===== config.mk =====
export PLATFORM = sky130hd
export DESIGN_NAME = udp_iq_depacketizer_flat
export DESIGN_NICKNAME = d
export VERILOG_FILES = /design/src/rtl/udp_iq_depacketizer_if.sv /design/src/rtl/udp_iq_depacketizer.sv /design/src/flat_wrapper.sv
export SDC_FILE = /design/constraint.sdc
export NUM_CORES = 1
export LEC_CHECK = 0
export CAP_MARGIN = 20
export CORE_UTILIZATION = 55
export CTS_CLUSTER_DIAMETER = 80
export CTS_CLUSTER_SIZE = 40
export DETAILED_ROUTE_END_ITERATION = 8
export PLACE_DENSITY = 0.8
export SLEW_MARGIN = 20
export SYNTH_ARGS = -nofsm -noshare
export SYNTH_HDL_FRONTEND = slang
export SYNTH_SLANG_ARGS = --single-unit

===== constraint.sdc =====
create_clock -name clk -period 5.33 [get_ports clk]
set_input_delay 0.7995 -clock clk [delete_from_list [all_inputs] [get_ports clk]]
set_output_delay 0.7995 -clock clk [all_outputs]
set_load 0.01 [all_outputs]

===== src/rtl/udp_iq_depacketizer_if.sv =====
// Byte-stream receive bus from the MAC plus the sample FIFO write port.
// The master side drives the RX bytes and the FIFO full flag.
// The slave side (the depacketizer) consumes bytes and writes samples.
interface udp_iq_depacketizer_if;
  logic [7:0]  rx_data;
  logic        rx_dval;
  logic        rx_sop;
  logic        rx_eop;
  logic        rx_err;
  logic        wr_en;
  logic [31:0] wr_data;
  logic        wr_full;

  modport master (
    output rx_data, rx_dval, rx_sop, rx_eop, rx_err, wr_full,
    input  wr_en, wr_data
  );

  modport slave (
    input  rx_data, rx_dval, rx_sop, rx_eop, rx_err, wr_full,
    output wr_en, wr_data
  );
endinterface


===== src/rtl/udp_iq_depacketizer.sv =====
// Receive-side Ethernet/IPv4/UDP depacketizer for the SDR link.
// Frames are filtered on MAC/IP/port. The 64-bit sequence number is
// extracted and the payload is unpacked into {I,Q} sample words for the DAC FIFO.
module udp_iq_depacketizer #(
  parameter logic [47:0] LOCAL_MAC       = 48'h021234567890,
  parameter logic [31:0] LOCAL_IP        = {8'd192, 8'd168, 8'd50, 8'd50},
  parameter logic [15:0] LOCAL_PORT      = 16'd32179,
  parameter bit          ACCEPT_BCAST    = 1'b1,
  parameter int          PAYLOAD_SAMPLES = 366
) (
  input  logic                  clk,
  input  logic                  rst,
  udp_iq_depacketizer_if.slave  bus,
  output logic [63:0]           seq_num,
  output logic                  seq_valid,
  output logic                  seq_gap,
  output logic [31:0]           frame_ok_cnt,
  output logic [15:0]           drop_cnt,
  output logic [15:0]           ovf_cnt
);

  // Index of the final payload byte; a frame is full length once this byte is seen.
  localparam logic [15:0] LAST_IDX = 16'(50 + 4 * PAYLOAD_SAMPLES - 1);

  typedef enum logic [2:0] {
    S_IDLE,
    S_HDR,
    S_SEQ,
    S_PAYLOAD,
    S_TAIL,
    S_DROP
  } state_t;

  state_t      state_q, state_d;
  logic [15:0] idx_q, idx_d;
  logic [1:0]  lane_q, lane_d;
  logic [31:0] word_q, word_d;
  logic [63:0] seq_sh_q, seq_sh_d;
  logic        ucast_q, ucast_d;
  logic        bcast_q, bcast_d;
  logic        first_q, first_d;
  logic [63:0] seq_num_q, seq_num_d;
  logic        seq_valid_q, seq_valid_d;
  logic        seq_gap_q, seq_gap_d;
  logic        wr_en_q, wr_en_d;
  logic [31:0] wr_data_q, wr_data_d;
  logic [31:0] frame_ok_q, frame_ok_d;
  logic [15:0] drop_q, drop_d;
  logic [15:0] ovf_q, ovf_d;

  logic        hdr_ok;
  logic [1:0]  drop_inc;
  logic        ok_inc;
  logic        ovf_inc;
  logic [16:0] drop_sum;
  logic [7:0]  b;

  assign b = bus.rx_data;

  // Destination MAC byte expected at frame byte i (network order).
  function automatic logic [7:0] mac_byte(input logic [2:0] i);
    case (i)
      3'd0:    mac_byte = LOCAL_MAC[47:40];
      3'd1:    mac_byte = LOCAL_MAC[39:32];
      3'd2:    mac_byte = LOCAL_MAC[31:24];
      3'd3:    mac_byte = LOCAL_MAC[23:16];
      3'd4:    mac_byte = LOCAL_MAC[15:8];
      3'd5:    mac_byte = LOCAL_MAC[7:0];
      default: mac_byte = 8'h00;
    endcase
  endfunction

  // Fixed header fields past the MAC; unlisted bytes are don't-care.
  function automatic logic fixed_byte_ok(input logic [15:0] i, input logic [7:0] v);
    case (i)
      16'd12:  fixed_byte_ok = (v == 8'h08);
      16'd13:  fixed_byte_ok = (v == 8'h00);
      16'd14:  fixed_byte_ok = (v == 8'h45);
      16'd23:  fixed_byte_ok = (v == 8'h11);
      16'd30:  fixed_byte_ok = (v == LOCAL_IP[31:24]);
      16'd31:  fixed_byte_ok = (v == LOCAL_IP[23:16]);
      16'd32:  fixed_byte_ok = (v == LOCAL_IP[15:8]);
      16'd33:  fixed_byte_ok = (v == LOCAL_IP[7:0]);
      16'd36:  fixed_byte_ok = (v == LOCAL_PORT[15:8]);
      16'd37:  fixed_byte_ok = (v == LOCAL_PORT[7:0]);
      default: fixed_byte_ok = 1'b1;
    endcase
  endfunction

  // Per-byte parse: state walk, header filter, seq capture, sample packing.
  always_comb begin
    state_d     = state_q;
    idx_d       = idx_q;
    lane_d      = lane_q;
    word_d      = word_q;
    seq_sh_d    = seq_sh_q;
    ucast_d     = ucast_q;
    bcast_d     = bcast_q;
    first_d     = first_q;
    seq_num_d   = seq_num_q;
    seq_valid_d = 1'b0;
    seq_gap_d   = 1'b0;
    wr_en_d     = 1'b0;
    wr_data_d   = wr_data_q;
    hdr_ok      = 1'b1;
    drop_inc    = 2'd0;
    ok_inc      = 1'b0;
    ovf_inc     = 1'b0;

    if (bus.rx_dval) begin
      if (bus.rx_sop) begin
        // A new frame always wins; an unfinished one is counted as dropped.
        if (state_q inside {S_HDR, S_SEQ, S_PAYLOAD, S_TAIL}) begin
          drop_inc = drop_inc + 2'd1;
        end
        ucast_d = (b == mac_byte(3'd0));
        bcast_d = ACCEPT_BCAST && (b == 8'hFF);
        idx_d   = 16'd1;
        if (bus.rx_eop) begin
          drop_inc = drop_inc + 2'd1;
          state_d  = S_IDLE;
          idx_d    = 16'd0;
        end else if (!ucast_d && !bcast_d) begin
          drop_inc = drop_inc + 2'd1;
          state_d  = S_DROP;
        end else begin
          state_d = S_HDR;
        end
      end else begin
        case (state_q)
          S_HDR: begin
            idx_d = idx_q + 16'd1;
            if (idx_q < 16'd6) begin
              ucast_d = ucast_q && (b == mac_byte(idx_q[2:0]));
              bcast_d = bcast_q && (b == 8'hFF);
              hdr_ok  = ucast_d || bcast_d;
            end else begin
              hdr_ok = fixed_byte_ok(idx_q, b);
            end
            if (bus.rx_eop) begin
              drop_inc = 2'd1;
              state_d  = S_IDLE;
            end else if (!hdr_ok) begin
              drop_inc = 2'd1;
              state_d  = S_DROP;
            end else if (idx_q == 16'd41) begin
              state_d = S_SEQ;
            end
          end
          S_SEQ: begin
            // Little-endian: shift right so byte 42 ends up in bits [7:0].
            seq_sh_d = {b, seq_sh_q[63:8]};
            idx_d    = idx_q + 16'd1;
            if (idx_q == 16'd49) begin
              seq_num_d   = seq_sh_d;
              seq_valid_d = 1'b1;
              seq_gap_d   = !first_q && (seq_sh_d != seq_num_q + 64'd1);
              first_d     = 1'b0;
              lane_d      = 2'd0;
              state_d     = S_PAYLOAD;
            end
            if (bus.rx_eop) begin
              drop_inc = 2'd1;
              state_d  = S_IDLE;
            end
          end
          S_PAYLOAD: begin
            idx_d  = idx_q + 16'd1;
            lane_d = lane_q + 2'd1;
            case (lane_q)
              2'd0:    word_d[23:16] = b;
              2'd1:    word_d[31:24] = b;
              2'd2:    word_d[7:0]   = b;
              default: ;
            endcase
            // Q high byte completes the word; full FIFO at this point loses it.
            if (lane_q == 2'd3) begin
              if (!bus.wr_full) begin
                wr_en_d   = 1'b1;
                wr_data_d = {word_q[31:16], b, word_q[7:0]};
              end else begin
                ovf_inc = 1'b1;
              end
            end
            if (bus.rx_eop) begin
              state_d = S_IDLE;
              if ((idx_q == LAST_IDX) && !bus.rx_err) begin
                ok_inc = 1'b1;
              end else begin
                drop_inc = 2'd1;
              end
            end else if (idx_q == LAST_IDX) begin
              state_d = S_TAIL;
            end
          end
          S_TAIL: begin
            if (bus.rx_eop) begin
              state_d = S_IDLE;
              if (bus.rx_err) begin
                drop_inc = 2'd1;
              end else begin
                ok_inc = 1'b1;
              end
            end
          end
          S_DROP: begin
            if (bus.rx_eop) begin
              state_d = S_IDLE;
            end
          end
          default: ;
        endcase
      end
    end
  end

  // Statistics: good frames wrap, drop and overflow counts stick at all-ones.
  always_comb begin
    frame_ok_d = frame_ok_q + {31'd0, ok_inc};
    drop_sum   = {1'b0, drop_q} + {15'd0, drop_inc};
    drop_d     = drop_sum[16] ? 16'hFFFF : drop_sum[15:0];
    ovf_d      = (ovf_q == 16'hFFFF) ? ovf_q : ovf_q + {15'd0, ovf_inc};
  end

  // State and registered outputs; reset abandons any frame in flight.
  always_ff @(posedge clk) begin
    if (rst) begin
      state_q     <= S_IDLE;
      idx_q       <= 16'd0;
      lane_q      <= 2'd0;
      word_q      <= 32'd0;
      seq_sh_q    <= 64'd0;
      ucast_q     <= 1'b0;
      bcast_q     <= 1'b0;
      first_q     <= 1'b1;
      seq_num_q   <= 64'd0;
      seq_valid_q <= 1'b0;
      seq_gap_q   <= 1'b0;
      wr_en_q     <= 1'b0;
      wr_data_q   <= 32'd0;
      frame_ok_q  <= 32'd0;
      drop_q      <= 16'd0;
      ovf_q       <= 16'd0;
    end else begin
      state_q     <= state_d;
      idx_q       <= idx_d;
      lane_q      <= lane_d;
      word_q      <= word_d;
      seq_sh_q    <= seq_sh_d;
      ucast_q     <= ucast_d;
      bcast_q     <= bcast_d;
      first_q     <= first_d;
      seq_num_q   <= seq_num_d;
      seq_valid_q <= seq_valid_d;
      seq_gap_q   <= seq_gap_d;
      wr_en_q     <= wr_en_d;
      wr_data_q   <= wr_data_d;
      frame_ok_q  <= frame_ok_d;
      drop_q      <= drop_d;
      ovf_q       <= ovf_d;
    end
  end

  assign bus.wr_en     = wr_en_q;
  assign bus.wr_data   = wr_data_q;
  assign seq_num       = seq_num_q;
  assign seq_valid     = seq_valid_q;
  assign seq_gap       = seq_gap_q;
  assign frame_ok_cnt  = frame_ok_q;
  assign drop_cnt      = drop_q;
  assign ovf_cnt       = ovf_q;

endmodule


===== src/flat_wrapper.sv =====
// flat-port wrapper written by rule: the top's interface ports become plain ports
module udp_iq_depacketizer_flat 
#(
  parameter logic [47:0] LOCAL_MAC       = 48'h021234567890,
  parameter logic [31:0] LOCAL_IP        = {8'd192, 8'd168, 8'd50, 8'd50},
  parameter logic [15:0] LOCAL_PORT      = 16'd32179,
  parameter bit          ACCEPT_BCAST    = 1'b1,
  parameter int          PAYLOAD_SAMPLES = 366
)
  (clk, rst, seq_num, seq_valid, seq_gap, frame_ok_cnt, drop_cnt, ovf_cnt, bus_rx_data, bus_rx_dval, bus_rx_sop, bus_rx_eop, bus_rx_err, bus_wr_full, bus_wr_en, bus_wr_data);
  udp_iq_depacketizer_if bus_i ();
  input  logic clk;
  input  logic rst;
  output logic [63:0] seq_num;
  output logic seq_valid;
  output logic seq_gap;
  output logic [31:0] frame_ok_cnt;
  output logic [15:0] drop_cnt;
  output logic [15:0] ovf_cnt;
  input wire logic [$bits(bus_i.rx_data)-1:0] bus_rx_data;
  input wire logic [$bits(bus_i.rx_dval)-1:0] bus_rx_dval;
  input wire logic [$bits(bus_i.rx_sop)-1:0] bus_rx_sop;
  input wire logic [$bits(bus_i.rx_eop)-1:0] bus_rx_eop;
  input wire logic [$bits(bus_i.rx_err)-1:0] bus_rx_err;
  input wire logic [$bits(bus_i.wr_full)-1:0] bus_wr_full;
  output wire logic [$bits(bus_i.wr_en)-1:0] bus_wr_en;
  output wire logic [$bits(bus_i.wr_data)-1:0] bus_wr_data;
  assign bus_i.rx_data = bus_rx_data;
  assign bus_i.rx_dval = bus_rx_dval;
  assign bus_i.rx_sop = bus_rx_sop;
  assign bus_i.rx_eop = bus_rx_eop;
  assign bus_i.rx_err = bus_rx_err;
  assign bus_i.wr_full = bus_wr_full;
  assign bus_wr_en = bus_i.wr_en;
  assign bus_wr_data = bus_i.wr_data;
  udp_iq_depacketizer #(.LOCAL_MAC(LOCAL_MAC), .LOCAL_IP(LOCAL_IP), .LOCAL_PORT(LOCAL_PORT), .ACCEPT_BCAST(ACCEPT_BCAST), .PAYLOAD_SAMPLES(PAYLOAD_SAMPLES)) u_core (.clk(clk), .rst(rst), .bus(bus_i), .seq_num(seq_num), .seq_valid(seq_valid), .seq_gap(seq_gap), .frame_ok_cnt(frame_ok_cnt), .drop_cnt(drop_cnt), .ovf_cnt(ovf_cnt));
endmodule

==> results of run 1 <==
[cells in the final DEF (no fill, tap or decap), types with 6 or more instances in the layout]
| cell type | count |
|---|---|
| sky130_fd_sc_hd__xnor2_1 | 76 |
| sky130_fd_sc_hd__dfxtp_1 | 267 |
| sky130_fd_sc_hd__nor2_1 | 112 |
| sky130_fd_sc_hd__and2_1 | 11 |
| sky130_fd_sc_hd__o2111ai_1 | 6 |
| sky130_fd_sc_hd__a31oi_1 | 8 |
| sky130_fd_sc_hd__a21o_1 | 8 |
| sky130_fd_sc_hd__xor2_1 | 75 |
| sky130_fd_sc_hd__a21oi_1 | 214 |
| sky130_fd_sc_hd__nand2_1 | 421 |
| sky130_fd_sc_hd__nor4_1 | 22 |
| sky130_fd_sc_hd__nor3_1 | 34 |
| sky130_fd_sc_hd__a211oi_1 | 8 |
| sky130_fd_sc_hd__mux2i_1 | 11 |
| sky130_fd_sc_hd__and3_1 | 25 |
| sky130_fd_sc_hd__nand4_1 | 35 |
| sky130_fd_sc_hd__and4_1 | 10 |
| sky130_fd_sc_hd__or3_1 | 20 |
| sky130_fd_sc_hd__nor2b_1 | 15 |
| sky130_fd_sc_hd__buf_4 | 21 |
| sky130_fd_sc_hd__ha_1 | 17 |
| sky130_fd_sc_hd__clkdlybuf4s50_1 | 176 |
| sky130_fd_sc_hd__clkbuf_16 | 15 |
| sky130_fd_sc_hd__nor3b_1 | 7 |
| sky130_fd_sc_hd__o21ai_0 | 31 |
| sky130_fd_sc_hd__inv_1 | 24 |
| sky130_fd_sc_hd__nand3_1 | 83 |
| sky130_fd_sc_hd__or2_2 | 6 |
| sky130_fd_sc_hd__nand2b_1 | 12 |
[sequential cells by signal, summed over array words and instances, names as in the netlist, 2 cells and up]
name and flops:
u_core.bus.wr_data 32, u_core.word_q 24, u_core.state_q 3, u_core.lane_q 2, u_core.drop_cnt 16, u_core.seq_sh_q 56
u_core.frame_ok_cnt 32, u_core.seq_num 64, u_core.idx_q 16, u_core.ovf_cnt 16
[power by group]
group	leakage [nW]	switching (mW)	internal, mW
clock	0.236	0.728	0.566
combinational	2.69	0.0877	0.0466
sequential	2.15	0.00671	2.00
total	5.08	0.823	2.61
[kinds of logic after synthesis]
kind of cell / after synthesis / synth area share [%]
multiplexers: 14 / 1.08
adder cells (fa/ha/maj): 18 / 1.74
flip-flops: 267 / 40.0
AND/OR/NAND/NOR: 846 / 29.4
AO/OA/AOI/OAI: 326 / 14.1
XOR/XNOR: 151 / 9.91
buffers and inverters: 130 / 3.72
[path summary, 6_finish.rpt]
| check | endpoint | slack, ns | cells after the start |
|---|---|---|---|
| setup reg to reg | u_core.drop_cnt[7] | 0.61 | 18 |
| hold reg to reg | u_core.bus.wr_data[8] | 0.46 | 2 |
| setup / recovery | u_core.drop_cnt[7] | 0.61 | 18 |
| hold / removal | u_core.bus.wr_data[8] | 0.46 | 2 |
[layout make-up]
cell class / instances / area, um2
Clock buffer: 16 / 389
Clock inverter: 8 / 104
Fill cell: 2046 / 7830
Inverter: 24 / 90.1
Multi-Input combinational cell: 1355 / 7520
Sequential cell: 267 / 5350
Tap cell: 319 / 399
Timing Repair Buffer: 198 / 1930
[stage by stage]
step	instance area, um2	hold slack, ns	instances
6_report	15800	0.463	2187
5_1_grt	15800	0.477	2187
4_1_cts	15800	0.457	2187
3_5_place_dp	15300	0.434	2163
3_3_place_gp	15300	0.427	2163
2_1_floorplan	13300	0.420	1752
[tightest hold or removal path, cell delays in order, from the launching register on]
cell	delay [ns]
sky130_fd_sc_hd__dfxtp_1	0.33
sky130_fd_sc_hd__nand2_1	0.05
sky130_fd_sc_hd__a21oi_1	0.05
[per-layer routing]
layer | track usage, % | wire length, um | vias up
li1 | - | - | 6202
met1 | 37.7 | 15400 | 5972
met2 | 48.6 | 16900 | 426
met3 | 4.11 | 2280 | 59
met4 | 8.41 | 847 | 0
met5 | 0 | 0 | -
==> metrics, run 1 <==
worst slew slack as a fraction of its limit 41.3%; Global Route Usage Sum 28.6%; hold bufs inserted after CTS 0; nets in the synthesized netlist 1,785; synth top area cells sky130_fd_sc_hd__dfxtp_1, sky130_fd_sc_hd__nand2_1, sky130_fd_sc_hd__a21oi_1, sky130_fd_sc_hd__xnor2_1, sky130_fd_sc_hd__xor2_1; Period Utilization, post-route 88.6%; CTS H-Tree Depth 1; outcome complete, no violations; number of antenna violations at the first check in global routing 0; commonest cells in the netlist sky130_fd_sc_hd__nand2_1, sky130_fd_sc_hd__dfxtp_1, sky130_fd_sc_hd__a21oi_1, sky130_fd_sc_hd__nor2_1, sky130_fd_sc_hd__clkbuf_1; flop and latch count out of synthesis 267; Least-Margin Pin Slew 0.881 ns; kind of cell with the highest combined delay on the critical path simple AND/OR/NAND/NOR gates; wire length of the first global-routing pass 58.4 mm; mean area per synthesized cell 7.62 um2; I/O pin count 178; number of cells produced by synthesis 1,752; RSZ-0062 raised after global routing no; cell taking the most area after synthesis sky130_fd_sc_hd__dfxtp_1; x dimension of the die 158 um; Inserted Clock Buffers 14; GR Overflow Total 0; Final TNS setup 0 ns; worst IR drop on VDD 0.263 mV; hold path startpoint u_core.bus.wr_data[8]; total half-perimeter wirelength after legalization and detailed placement 24.8 mm; Via-to-Cell Ratio 5.79; worst-case clock buffer depth 3; Post-synth EDFFs 0; total of buffers placed on input and output ports 177; final number of max-transition violations 0; Std-Cell Rows 56; Total Nets Final 1,893; ratio of cells with drive above 1 in the final layout 3.59%; Post-Route Utilization 66.8%; wire length after detailed routing 35.5 mm; Die Height 158 um; count leader, synth sky130_fd_sc_hd__nand2_1; Core Footprint 23,600 um2; biggest fanout along the worst timing path 13; cell with the most instances on the worst path sky130_fd_sc_hd__inv_1; setup slack after layout 0.607 ns; count of buffering cells on the critical path with inverters included 3; power density cells 218 nW/um2; cts repair resizes 0; number of global-route vias before repair 11.6k; buffer type at the clock tree root sky130_fd_sc_hd__clkbuf_16; cells along the critical path inv_1 -> ha_1 -> or4bb_1 -> o22ai_1 -> mux2i_1 -> or4_1 -> o2bb2ai_1 -> nor3_4 -> o21ai_0 -> ha_1 -> inv_1 -> fa_1 -> nor2b_1 -> and3_1 -> inv_1 -> or3_1 -> o21a_1 -> nor2_1; count of nets left with antenna violations after detail routing 0; Critical Path Source u_core.idx_q[1]; area share of the largest cell type after synthesis 40.0%; Starting Density 56.5%; number of antenna repair diodes 0; r2r startpoint u_core.idx_q[1]; count of distinct cell types in the synthesized netlist 70; ys flop type sky130_fd_sc_hd__dfxtp_1; number of endpoints with negative hold slack in the final report 0; final critical path time including I/O delays and setup 4.72 ns; number of maximum-capacitance violations 0; area added between synthesis and finish 18.2%; type of origin of the critical path flip-flop; Clock Latency Late Sink 0.52 ns; clock tree from TritonCTS done; final weighted congestion in routability-driven placement 0.892; # setup viols final 0; final worst clock skew 0.0283 ns; delay of the slowest cell on the worst path 0.58 ns; DP Worst Slack 0.442 ns; critical path class flip-flop to flip-flop; ys async rst share 0%; Via Count 12.7k; number of warnings printed during yosys synthesis 0; type of the most critical hold path flip-flop to flip-flop; average routed wire per standard cell 16.2 um; number of detailed-routing iterations run before antenna repair 5; number of post-CTS setup repair buffers 0; arrival time of data at the critical path endpoint 5.18 ns; reported leakage power 5.08 nW; Achievable Freq 212 MHz; Worst Path Required 5.79 ns; Worst-path clk slew 0.12 ns; sequential fraction of the synthesis area 40.0%; # clock sinks 267; number of design-rule violations left by the first detailed-router iteration 1,017; sum of internal, switching and leakage power 3.43 mW; category of the worst setup path capture point flip-flop; largest net degree at the start of global routing 116; die area 24,900 um2; Mapped Area 13,300 um2; Critical Path Slowest Stage Cell sky130_fd_sc_hd__or3_1; DRC violation count after routing 0
Note: power is estimated with default switching activity, not from simulation.
==> inputs of run 2 (changes only) <==
--- a/config.mk
+++ b/config.mk
@@ -6,6 +6,7 @@
 export NUM_CORES = 1
 export LEC_CHECK = 0
 export CAP_MARGIN = 20
+export CORE_MARGIN = 2
 export CORE_UTILIZATION = 55
 export CTS_CLUSTER_DIAMETER = 80
 export CTS_CLUSTER_SIZE = 40
==> run 2 against run 1 <==
Cell count is essentially flat. Non-clock buffer count stayed put. Core utilization fell by 1.3 points. Worst setup slack improved by 0.025 ns. Register-to-register slack better by 0.03 ns. Design area decreased by 0.27%. Die area up 2.6%. Global-route usage down 1.5 points. Critical path type unchanged. Largest power group unchanged.
==> metrics, run 2 (synthesized netlist as in run 1, its figures left out) <==
worst hold-check slack 0.460 ns (-0.00253 ns); I/O pin count 178 (unchanged); reported leakage power 5.05 nW (-0.50%); wire length of the first global-routing pass 59.1 mm (+1.2%); power density cells 214 nW/um2 (-1.5%); biggest fanout along the worst timing path 13 (unchanged); Critical Path Source u_core.idx_q[1]; # clock sinks 267 (unchanged); Largest register FFs 64 (unchanged); Via-to-Cell Ratio 5.79 (+0.11%); Die Height 160 um (+1.3%); Global Route Usage Sum 27.1% (-1.5 points); Core Footprint 24,000 um2 (+1.8%); Inserted Clock Buffers 13 (-1); area occupied by multi-input gates 7520 um2 (unchanged); largest net degree at the start of global routing 108 (-6.9%); total half-perimeter wirelength after legalization and detailed placement 24.9 mm (about the same); average routed wire per standard cell 16.3 um (+0.28%); number of endpoints with negative hold slack in the final report 0 (unchanged); final number of max-transition violations 0 (unchanged); Worst-path clk slew 0.13 ns (about the same); cts repair resizes 0 (unchanged); number of maximum-capacitance violations 0 (unchanged); setup slack after layout 0.632 ns (+0.0252 ns); switching power summed over all nets 0.824 mW (about the same); Final TNS setup 0 ns (unchanged); Achievable Freq 213 MHz (+0.54%); worst slew slack as a fraction of its limit 42.6% (+1.3 points); outcome complete, no violations; RSZ-0062 raised after global routing no; worst-case clock buffer depth 3 (unchanged); Period Utilization, post-route 88.1% (-0.47 points); count of nets left with antenna violations after detail routing 0 (unchanged); arrival time of data at the critical path endpoint 5.15 ns (-0.03 ns); filler instances 2,107 (+3.0%); proportion of power drawn by flip-flops and latches 59.5% (+1.1 points); Worst Path Required 5.78 ns (about the same); DRC violation count after routing 0 (unchanged); number of detailed-routing iterations run before antenna repair 6 (+1); clock network fraction of design power 36.5% (-1.2 points); leading cell type in the layout, fill and taps excluded sky130_fd_sc_hd__nand2_1; Storage cell area 5350 um2 (unchanged); ratio of cells with drive above 1 in the final layout 3.43% (-0.16 points); total of buffers placed on input and output ports 177 (unchanged); type of origin of the critical path flip-flop; hold bufs inserted after CTS 0 (unchanged); final critical path time including I/O delays and setup 4.70 ns (-0.0252 ns); # setup viols final 0 (unchanged); number of global-route vias before repair 11.9k (+2.0%); r2r startpoint u_core.idx_q[1]; Post-Route Utilization 65.5% (-1.3 points); Starting Density 55.5% (-0.99 points); x dimension of the die 160 um (+1.3%); wire length after detailed routing 35.6 mm (+0.37%); hold path startpoint u_core.word_q[16]; Total Nets Final 1,892 (-0.053%); number of post-CTS setup repair buffers 0 (unchanged); Least-Margin Pin Slew 0.839 ns (-0.0418 ns); category of the worst setup path capture point flip-flop; number of design-rule violations left by the first detailed-router iteration 1,139 (+12%); Via Count 12.7k (+0.21%); Cell Int Power 2.55 mW (-2.3%); number of antenna repair diodes 0 (unchanged); die area 25,500 um2 (+2.6%); worst IR drop on VDD 0.278 mV (+5.6%); Clock Latency Late Sink 0.51 ns (about the same); type of the most critical hold path flip-flop to flip-flop; commonest non-fill, non-tap cells in the layout sky130_fd_sc_hd__nand2_1, sky130_fd_sc_hd__dfxtp_1, sky130_fd_sc_hd__a21oi_1; critical path class flip-flop to flip-flop; Comb power frac 4.0% (about the same); switching share of total power 24.4% (+0.45 points); buffer type at the clock tree root sky130_fd_sc_hd__clkbuf_16; final weighted congestion in routability-driven placement 0.932 (+4.5%); final worst clock skew 0.0240 ns (-0.00429 ns); area added between synthesis and finish 17.9%; CTS H-Tree Depth 1 (unchanged); DP Worst Slack 0.420 ns (-0.0217 ns); GR Overflow Total 0 (unchanged); number of antenna violations at the first check in global routing 0 (unchanged); clock tree from TritonCTS done; Std-Cell Rows 57 (+1.8%)
## run 2: worst paths after layout
check,endpoint,slack [ns],cells after the start
hold reg to reg,u_core.bus.wr_data[16],0.46,2
setup / recovery,u_core.drop_cnt[7],0.63,18
setup reg to reg,u_core.drop_cnt[7],0.63,18
hold / removal,u_core.bus.wr_data[16],0.46,2
## run 2: power groups by stage
stage          combinational (mW)  clock [mW]  sequential [mW]
3_3_place_gp                0.131           0             2.05
6_report                    0.135        1.23             2.01
2_1_floorplan              0.0883           0             2.05
4_1_cts                     0.134        1.25             2.01
3_5_place_dp                0.133           0             2.05
5_1_grt                     0.149        1.33             2.01
## run 2: worst max-delay path, cell delays in order (launching register included)
cell                        delay, ns
sky130_fd_sc_hd__dfxtp_1         0.38
sky130_fd_sc_hd__inv_1           0.13
sky130_fd_sc_hd__ha_1            0.17
sky130_fd_sc_hd__or4bb_1         0.54
sky130_fd_sc_hd__o22ai_1         0.20
sky130_fd_sc_hd__mux2i_1         0.11
sky130_fd_sc_hd__or4_1           0.53
sky130_fd_sc_hd__o2bb2ai_1       0.24
sky130_fd_sc_hd__nor3_4          0.09
sky130_fd_sc_hd__o21ai_0         0.20
sky130_fd_sc_hd__ha_1            0.20
sky130_fd_sc_hd__inv_1           0.05
sky130_fd_sc_hd__fa_1            0.39
sky130_fd_sc_hd__nor2b_1         0.20
sky130_fd_sc_hd__and3_1          0.27
sky130_fd_sc_hd__inv_1           0.09
sky130_fd_sc_hd__or3_1           0.58
sky130_fd_sc_hd__o21a_1          0.19
sky130_fd_sc_hd__nor2_1          0.07
## run 2: final cells by class
cell class                      instances  area share (%)
Clock buffer                           13            2.07
Multi-Input combinational cell       1355            47.8
Inverter                               24           0.572
Sequential cell                       267            34.0
Clock inverter                          8           0.771
Tap cell                              324            2.58
Timing Repair Buffer                  198            12.3
## run 2: layer usage
layer / vias to the layer above / routed length, um / global-route usage [%]
met2: 456 / 16700 / 45.4
met5: - / 0 / 0
met3: 81 / 2480 / 4.34
met4: 0 / 1020 / 8.64
met1: 5957 / 15400 / 36.1
li1: 6191 / - / -
## run 2: per-stage QoR
stage               std cells  cell area (um2)  power, mW
floorplan                1752            13300       2.14
global placement         2168            15300       2.18
detailed placement       2168            15300       2.18
CTS                      2189            15700       3.39
global route             2189            15700       3.49
finish                   2189            15700       3.37
